--- src/rtl/sad_trigger_ctrl.sv ---
// Sequencer and configuration front-end for the HLS SAD core: holds the reference
// waveform, feeds the core's ref/data FIFO ports and fires a trigger on a low SAD.
module sad_trigger_ctrl #(
   parameter int REF_DEPTH = 128,
   parameter int DW        = 10,
   parameter int SUMW      = 20,
   localparam int AW       = $clog2(REF_DEPTH)
) (
   input  logic            ap_clk,
   input  logic            ap_rst,
   input  logic            arm,
   input  logic [AW-1:0]   num_points,
   input  logic [SUMW-1:0] threshold,
   input  logic            ref_wr_en,
   input  logic [AW-1:0]   ref_wr_addr,
   input  logic [DW-1:0]   ref_wr_data,
   input  logic [DW-1:0]   adc_data,
   input  logic            adc_valid,
   output logic            sad_rst,
   output logic            sad_start,
   input  logic            sad_idle,
   output logic [DW-1:0]   sad_ref_dout,
   output logic            sad_ref_empty_n,
   input  logic            sad_ref_read,
   output logic [DW-1:0]   sad_data_dout,
   output logic            sad_data_empty_n,
   input  logic            sad_data_read,
   input  logic [SUMW-1:0] sad_sum_din,
   input  logic            sad_sum_write,
   output logic            sad_sum_full_n,
   output logic            trigger,
   output logic            busy,
   output logic [SUMW-1:0] last_sum,
   output logic            overrun,
   output logic [2:0]      dbg_state_o
);

   typedef enum logic [2:0] {
      S_IDLE    = 3'd0,
      S_START   = 3'd1,
      S_LOADREF = 3'd2,
      S_RUN     = 3'd3,
      S_RECYCLE = 3'd4
   } state_t;

   // Inverting the MSB turns offset-binary ADC codes into signed two's complement.
   localparam logic [DW-1:0] SIGN_FLIP = DW'(1) << (DW - 1);

   state_t          state_q;
   logic            arm_q;
   logic [AW-1:0]   npts_q;
   logic [SUMW-1:0] thr_q;
   logic [AW-1:0]   ref_idx_q;
   logic [AW-1:0]   warmup_q;
   logic [DW-1:0]   hold_q;
   logic            hold_v_q;
   logic [SUMW-1:0] last_sum_q;
   logic            overrun_q;
   logic            trigger_q;
   logic            start_q;
   logic            ref_en_q;
   logic [DW-1:0]   ram_q [REF_DEPTH];

   logic            arm_rise;
   logic [AW-1:0]   ref_idx_d;
   logic            warmup_active;
   logic            result_hit;

   assign arm_rise      = arm & ~arm_q;
   assign ref_idx_d     = ref_idx_q + AW'(1);
   assign warmup_active = warmup_q < (npts_q - AW'(1));
   assign result_hit    = sad_sum_write & ~warmup_active & (sad_sum_din < thr_q);

   always_ff @(posedge ap_clk) begin
      if (!ap_rst && ref_wr_en && state_q == S_IDLE) begin
         ram_q[ref_wr_addr] <= ref_wr_data;
      end
   end

   always_ff @(posedge ap_clk) begin
      arm_q <= arm;
      if (ap_rst) begin
         state_q    <= S_IDLE;
         npts_q     <= '0;
         thr_q      <= '0;
         ref_idx_q  <= '0;
         warmup_q   <= '0;
         hold_q     <= '0;
         hold_v_q   <= 1'b0;
         last_sum_q <= '0;
         overrun_q  <= 1'b0;
         trigger_q  <= 1'b0;
         start_q    <= 1'b0;
         ref_en_q   <= 1'b0;
      end else begin
         trigger_q <= 1'b0;
         start_q   <= 1'b0;
         case (state_q)
            S_IDLE: begin
               hold_v_q <= 1'b0;
               if (arm_rise && num_points != '0) begin
                  npts_q    <= num_points;
                  thr_q     <= threshold;
                  overrun_q <= 1'b0;
                  state_q   <= S_START;
               end
            end
            S_START: begin
               if (!arm) begin
                  state_q <= S_RECYCLE;
               end else if (sad_idle) begin
                  start_q   <= 1'b1;
                  ref_idx_q <= '0;
                  ref_en_q  <= 1'b1;
                  state_q   <= S_LOADREF;
               end
            end
            S_LOADREF: begin
               if (!arm) begin
                  ref_en_q <= 1'b0;
                  state_q  <= S_RECYCLE;
               end else if (sad_ref_read) begin
                  ref_idx_q <= ref_idx_d;
                  if (ref_idx_d == npts_q) begin
                     ref_en_q <= 1'b0;
                     warmup_q <= '0;
                     state_q  <= S_RUN;
                  end
               end
            end
            S_RUN: begin
               if (adc_valid) begin
                  hold_q   <= adc_data ^ SIGN_FLIP;
                  hold_v_q <= 1'b1;
                  if (hold_v_q && !sad_data_read) overrun_q <= 1'b1;
               end else if (sad_data_read) begin
                  hold_v_q <= 1'b0;
               end
               if (sad_sum_write) begin
                  last_sum_q <= sad_sum_din;
                  if (warmup_active) warmup_q <= warmup_q + AW'(1);
               end
               // Abort outranks a qualifying result arriving in the same cycle.
               if (!arm || result_hit) begin
                  hold_v_q  <= 1'b0;
                  trigger_q <= arm;
                  state_q   <= S_RECYCLE;
               end
            end
            S_RECYCLE: state_q <= S_IDLE;
            default:   state_q <= S_IDLE;
         endcase
      end
   end

   assign sad_rst          = ap_rst | (state_q == S_RECYCLE);
   assign sad_start        = start_q;
   assign sad_ref_dout     = ram_q[ref_idx_q];
   assign sad_ref_empty_n  = ref_en_q;
   assign sad_data_dout    = hold_q;
   assign sad_data_empty_n = hold_v_q;
   assign sad_sum_full_n   = 1'b1;
   assign trigger          = trigger_q;
   assign busy             = state_q != S_IDLE;
   assign last_sum         = last_sum_q;
   assign overrun          = overrun_q;
   assign dbg_state_o      = state_q;

endmodule

--- config.mk ---
export PLATFORM = sky130hd
export DESIGN_NAME = sad_trigger_ctrl
export DESIGN_NICKNAME = d
export VERILOG_FILES = /design/src/rtl/sad_trigger_ctrl.sv
export SDC_FILE = /design/constraint.sdc
export NUM_CORES = 1
export LEC_CHECK = 0
export CAP_MARGIN = 15
export CORE_MARGIN = 1.5
export CORE_UTILIZATION = 50
export DETAILED_ROUTE_END_ITERATION = 16
export HOLD_SLACK_MARGIN = 0.06
export PLACE_DENSITY = 0.78
export SLEW_MARGIN = 0
export SYNTH_ARGS = -nofsm -noshare
export SYNTH_HDL_FRONTEND = slang
export SYNTH_SLANG_ARGS = --single-unit
export TNS_END_PERCENT = 30
--- constraint.sdc ---
create_clock -name ap_clk -period 2.38 [get_ports ap_clk]
set_input_delay 0.476 -clock ap_clk [delete_from_list [all_inputs] [get_ports ap_clk]]
set_output_delay 0.476 -clock ap_clk [all_outputs]
set_load 0.01 [all_outputs]
==> results.json, run 1 <==
{
  "clk_latency_ns": 0.75,
  "grt_start_max_net_pins": 73,
  "core_area_mm2": 0.106,
  "final_area_mm2": 0.0657,
  "synthCells": 2842,
  "synth_edf_count": 1280,
  "cap_violations": 0,
  "fin_nets": 3590,
  "clockRootBuffer": "clkbuf_16",
  "crit_type": "reg -> out",
  "slew_headroom_pct": 24.0,
  "rows": 119,
  "vdd_drop_max_mv": 0.722,
  "crit_arrival_ns": 3.48,
  "ys_seq_area_share_pct": 75.1,
  "ys.flop_type": "edfxtp_1",
  "cp_common_cell": "buf_4",
  "drive_gt1_share_pct": 30.3,
  "cts_sinks": 1367,
  "remaining_drc_errors": 0,
  "pre_cts_ws_ns": -1.39,
  "num_vias": 31000,
  "drt_pre_antenna_iters": 6,
  "slowest_delay_ns": 0.50,
  "place_area_mm2": 0.0603,
  "finalMaxSlewViolations": 0,
  "power_mw": 49.0,
  "synth_top_area_share_pct": 71.8,
  "skew_ns": 0.0295,
  "hpwl_mm": 84.2,
  "synth_fp_nets": 2953,
  "synth_area_leaders": "edfxtp_1 (72%), mux4_2 (11%), dfxtp_1 (3.3%)",
  "place_congestion": 0.874,
  "avgSynthCellArea_um2": 18.8,
  "setup_viol": 10,
  "clkTransAtPathRegs_ns": 0.06,
  "grt_pass1_vias": 31200,
  "p_leak_nw": 20.9,
  "rsz0062_at_grt": "yes",
  "fill_cells": 6929,
  "antenna_found_initial": 8,
  "grt_pass1_wl_mm": 205,
  "synth.distinct_cells": 59,
  "place.port_buffers": 132,
  "grtUsageTotal_pct": 25.8,
  "required_ns": 1.90,
  "status": "finished, violations left",
  "netlist_area_mm2": 0.0535,
  "cts_max_level": 4,
  "cp-start-kind": "flop",
  "die_h_um": 330,
  "fin_crit_sh_pct": 166,
  "area_delta_synth_final_pct": 22.7,
  "worstPathMaxFanout": 7,
  "dieArea_mm2": 0.109,
  "io_pins": 134,
  "max_slew.worst_pin.slew_ns": 1.14,
  "cts_tree": "done",
  "fmax_mhz": 253,
  "failed_checks": "negative setup slack",
  "hold_path_class": "in -> reg",
  "ys_ff_latch": 1367,
  "avgRoutedWirePerCell_um": 28.2,
  "synth.largest_area_cell": "edfxtp_1",
  "power_per_cell_area_mw_per_mm2": 745,
  "finalHoldViolations": 0,
  "ant_nets": 0,
  "drtIter0Drc": 4078,
  "start_util_pct": 50.6,
  "min_period_ns": 3.95,
  "path_cells": "buf_12 > buf_8 > buf_16 > buf_6 > buf_4 > mux4_2 > a22oi_2 > buf_4 > a41o_4 > o211ai_1 > buf_2",
  "die_x_um": 330,
  "critPathSlowestCell": "mux4_2",
  "grt_overflow": 0,
  "numCtsBuffers": 134,
  "cp-end-kind": "output pin",
  "via_per_inst": 6.22,
  "clock_path_buffers": 3,
  "yosys_warnings": 0,
  "async_flop_share_pct": 0,
  "fin_ws_ns": -1.57,
  "wl_mm": 141
}
## critical path: cells and delay by family (launching register included)
kind	cells	cell delay [ns]
multiplexers	1	0.50
flip-flops	1	0.36
buffers and inverters	7	1.12
AO/OA/AOI/OAI	3	0.74
## timing repair
item	in CTS	in global routing
setup endpoints to repair	24	22
cloned	8	0
pin swaps	29	24
resized for setup	138	41
setup buffers	28	10
hold buffers	1	0
endpoints found under the hold margin	6	0
## metrics by stage
stage	hold WS (ns)	util (%)	std cells	setup TNS [ns]
after global placement	0.441	57.0	4690	-74.00
after CTS	0.0662	61.9	4966	-14.41
after global routing	0.115	62.1	4976	-15.53
after detailed placement	0.448	57.0	4690	-112.14
after floorplan	0.436	-	2842	-41.52
final	0.109	62.1	4979	-14.62
## layout by cell type (no fill, tap or decap), types with 16 or more instances in the layout
cell type | synthesis | routed
a21oi_1 | 81 | 69
edfxtp_1 | 1280 | 1280
clkbuf_1 | 75 | 44
a22oi_1 | 108 | 83
inv_1 | 25 | 23
clkdlybuf4s50_1 | 0 | 108
mux4_2 | 250 | 250
nor2_1 | 186 | 180
mux2_2 | 20 | 20
buf_6 | 6 | 16
nand4_1 | 16 | 16
nand2_1 | 149 | 149
nand3_1 | 50 | 49
clkinv_1 | 0 | 21
o22ai_1 | 30 | 24
dfxtp_1 | 87 | 82
ha_1 | 28 | 26
buf_12 | 0 | 76
a22oi_2 | 0 | 25
mux2i_1 | 171 | 169
buf_4 | 27 | 421
clkbuf_16 | 0 | 134
## synth_stat cells (16+ instances only)
master / number
a22oi_1: 108
a21oi_1: 81
nand2_1: 149
mux4_2: 250
nor3_1: 16
clkbuf_1: 75
edfxtp_1: 1280
o22ai_1: 30
dfxtp_1: 87
nand3_1: 50
nor2_1: 186
buf_4: 27
mux2_2: 20
ha_1: 28
nand4_1: 16
buf_2: 37
inv_1: 25
mux2i_1: 171
## final cells by class
type | instances | area [um2] | area share (%)
Multi-Input combinational cell | 1298 | 13000 | 19.8
Tap cell | 1391 | 1740 | 2.65
Inverter | 25 | 93.8 | 0.143
Clock inverter | 63 | 602 | 0.916
Clock buffer | 178 | 3520 | 5.36
Sequential cell | 1367 | 40200 | 61.2
Timing Repair Buffer | 653 | 6490 | 9.88
Antenna cell | 4 | 10.0 | 0.0152
## worst paths after layout
check	startpoint	end	slack, ns	depth (start not counted)
setup / recovery	flop	sad_ref_dout[2]	-1.57	11
hold / removal	ap_rst	flop	0.11	2
setup reg to reg	npts_q[0]	warmup_q[3]	0.03	11
hold reg to reg	thr_q[9]	thr_q[9]	0.45	2
## power by group
| group | leakage (nW) | total, mW | switching [mW] | internal (mW) |
|---|---|---|---|---|
| logic | 6.71 | 2.29 | 1.33 | 0.959 |
| clock network | 1.99 | 20.2 | 9.07 | 11.2 |
| registers | 12.2 | 26.4 | 0.0559 | 26.4 |
| total | 20.9 | 49.0 | 10.5 | 38.5 |
## layer usage
layer,GRT usage (%),vias up,share of wire (%)
met2,41.4,1995,49
met4,11.0,4,3.8
met1,34.6,15900,37
met3,5.54,323,10
li1,-,12800,-
met5,0,-,0.016
## registers in the layout, summed over array words and instances, names as in the netlist, named ones only
name	count
arm_q	1
dbg_state_o	3
last_sum	20
npts_q	7
overrun	1
ram_q	1280
ref_idx_q	7
sad_data_dout	10
sad_data_empty_n	1
sad_ref_empty_n	1
sad_start	1
thr_q	20
trigger	1
warmup_q	7
## kinds of logic after synthesis
| logic type | count (synthesis) | share of synthesized area (%) |
|---|---|---|
| buffers and inverters | 177 | 1.60 |
| flip-flops | 1367 | 75.1 |
| XOR/XNOR | 15 | 0.246 |
| multiplexers | 441 | 14.1 |
| AO/OA/AOI/OAI | 328 | 4.19 |
| AND/OR/NAND/NOR | 485 | 4.08 |
| other | 1 | 0.00701 |
| adder cells (fa/ha/maj) | 28 | 0.655 |
(Power assumes the default switching activity.)
==> inputs of run 2 (changes only) <==
--- a/config.mk
+++ b/config.mk
@@ -10,7 +10,7 @@
 export CORE_UTILIZATION = 50
 export DETAILED_ROUTE_END_ITERATION = 16
 export HOLD_SLACK_MARGIN = 0.06
-export PLACE_DENSITY = 0.78
+export PLACE_DENSITY = 0.73
 export SLEW_MARGIN = 0
 export SYNTH_ARGS = -nofsm -noshare
 export SYNTH_HDL_FRONTEND = slang
==> run 2 against run 1 <==
  * The run still ends with negative setup slack left
  * Worst hold slack better by 0.014 ns
  * First-iteration DRC count shrank 18%
  * Cell count shrank 0.62%
  * Die area stayed put
  * Power grew 1.5%
  * Combinational power increased by 2%
  * Routed wire length fell by 4.0%
  * Clock skew down 0.0071 ns
==> results.json, run 2 (synthesized netlist as in run 1, its figures left out) <==
{
  "status": "finished, violations left",
  "failed_checks": "negative setup slack",
  "finalMaxSlewViolations": 0,
  "grt_overflow": 0,
  "regArea_mm2": 0.0402,
  "path_depth": 11,
  "cp-end-kind": "output pin",
  "reg2reg_slack_ns": -0.03,
  "crit_type": "reg -> out",
  "critPathBufInv": 7,
  "fin_crit_sh_pct": 163,
  "r2r_end": "warmup_q[1]",
  "min_period_ns": 3.88,
  "antenna_cells": 0,
  "die_x_um": 330,
  "antenna_found_initial": 3,
  "start_util_pct": 50.6,
  "vdd_drop_max_mv": 0.877,
  "avgRoutedWirePerCell_um": 27.3,
  "grtUsageTotal_pct": 24.8,
  "cts_max_level": 4,
  "drive_gt1_share_pct": 30.4,
  "clk_latency_ns": 0.75,
  "wl_mm": 135,
  "drtIter0Drc": 3333,
  "core_area_mm2": 0.106,
  "grt_pass1_vias": 30900,
  "setup_tns_ns": -14.18,
  "num_vias": 30500,
  "numCtsBuffers": 133,
  "cp-start-kind": "flop",
  "io_pins": 134,
  "grt_pass1_wl_mm": 199,
  "cts_sinks": 1367,
  "remaining_drc_errors": 0,
  "worst-r2r-cell-count": 11,
  "area_delta_synth_final_pct": 23.0,
  "die_h_um": 330,
  "final_cell_mix": "edfxtp_1 (1280), buf_4 (397), mux4_2 (250), nor2_1 (171), mux2i_1 (168)",
  "clkTransAtPathRegs_ns": 0.06,
  "combPwrFrac_pct": 4.7,
  "crit_family": "buffers and inverters",
  "fin_nets": 3564,
  "via_per_inst": 6.17,
  "cts_tree": "done",
  "drt_pre_antenna_iters": 8,
  "crit_end": "sad_ref_dout[7]",
  "rsz0062_at_grt": "yes",
  "hold_path_class": "in -> reg",
  "p_leak_nw": 20.9,
  "seqPwrFrac_pct": 53.2,
  "largest_reg_flops": 1280,
  "multi_input_area_mm2": 0.0131,
  "place_congestion": 0.868,
  "cap_violations": 0,
  "max_slew.worst_pin.slew_ns": 1.11,
  "skew_ns": 0.0224,
  "slowest_delay_ns": 0.50,
  "finalHoldViolations": 0,
  "required_ns": 1.90,
  "hpwl_mm": 83.1,
  "r2r-start": "npts_q[2]",
  "critPathSlowestCell": "mux4_2",
  "switching_share_pct": 20.5,
  "fin_ws_ns": -1.50,
  "layout_commonest_cell": "edfxtp_1",
  "switchingPower_mw": 10.2,
  "setup_viol": 12,
  "p_clk_share_pct": 42.1,
  "internal_power_mw": 39.5,
  "worstPathMaxFanout": 8,
  "clockRootBuffer": "clkbuf_16",
  "slew_headroom_pct": 25.9,
  "whs_ns": 0.123,
  "fmax_mhz": 258,
  "ant_nets": 0,
  "fill_cells": 7032,
  "rows": 119,
  "place.port_buffers": 132,
  "top_register": "ram_q",
  "path_cells": "buf_6 > buf_12 > buf_16 > buf_8 > buf_4 > mux4_2 > mux4_2 > o21ai_2 > o311ai_1 > buf_4 > buf_6",
  "clock_path_buffers": 3,
  "crit_arrival_ns": 3.40,
  "dieArea_mm2": 0.109,
  "grt_start_max_net_pins": 129,
  "power_per_cell_area_mw_per_mm2": 755
}
[run 2: how the worst min path moves through the flow]
stage / from / slack (ns) / to / cells after the start
floorplan: thr_q[10] / 0.44 / thr_q[10] / 2
detailed placement: thr_q[16] / 0.45 / thr_q[16] / 2
global placement: sad_data_dout[7] / 0.44 / sad_data_dout[7] / 2
global route: ref_wr_data[1] / 0.10 / ram_q[105][1] / 1
CTS: ref_wr_data[1] / 0.09 / ram_q[104][1] / 1
finish: ref_wr_data[1] / 0.12 / ram_q[105][1] / 1
[run 2: area by class of cell]
| class | count | share of cell area (%) |
|---|---|---|
| sequential | 1367 | 61.0 |
| multi-input combinational | 1298 | 19.9 |
| timing repair buffer | 628 | 9.65 |
| clock buffer | 171 | 5.54 |
| tap | 1391 | 2.64 |
| clock inverter | 68 | 1.04 |
| inverter | 25 | 0.143 |
[run 2: what timing repair did]
| action | CTS | global route |
|---|---|---|
| gates resized for setup | 170 | 47 |
| gates cloned | 10 | 1 |
| pin swaps | 35 | 25 |
| buffers inserted | 20 | 21 |
| hold buffers | 2 | 0 |
| hold endpoints to repair | 16 | 0 |
| endpoints found under the setup margin | 20 | 23 |
[run 2: power groups by stage]
stage	combinational, mW	sequential, mW	clock (mW)
6_report	2.33	26.4	20.9
5_1_grt	2.48	26.4	22.0
4_1_cts	2.27	26.4	21.1
3_5_place_dp	2.11	26.9	0
3_3_place_gp	2.03	26.9	0
2_1_floorplan	0.915	26.9	0
[run 2: layer usage]
layer	up-vias	wire, um	GRT usage, %
li1	12700	-	-
met1	15800	52000	33.6
met2	1745	66400	40.4
met3	259	12600	5.12
met4	4	3940	8.30
met5	-	19	0
[run 2: stage by stage]
stage	instance area (um2)	std cells	power, mW	setup WS, ns	utilization, %
final	65800	4948	49.7	-1.50	62.3
after detailed placement	60100	4666	29.0	-1.28	56.8
after global routing	65800	4948	50.9	-1.56	62.3
after CTS	65500	4932	49.8	-1.46	61.9
after global placement	60100	4666	28.9	-1.29	56.8
after floorplan	53500	2842	27.9	-0.116	-
[run 2: worst reg2reg max path, cell delays in order (launching register included)]
cell and delay [ns]:
dfxtp_1 0.32, nor3_2 0.24, nand3b_1 0.12, xor2_1 0.16, ha_1 0.33, a21oi_1 0.14
nand3_1 0.10, buf_4 0.16, nor3_4 0.12, buf_6 0.16, a2bb2oi_4 0.26, mux2i_1 0.24
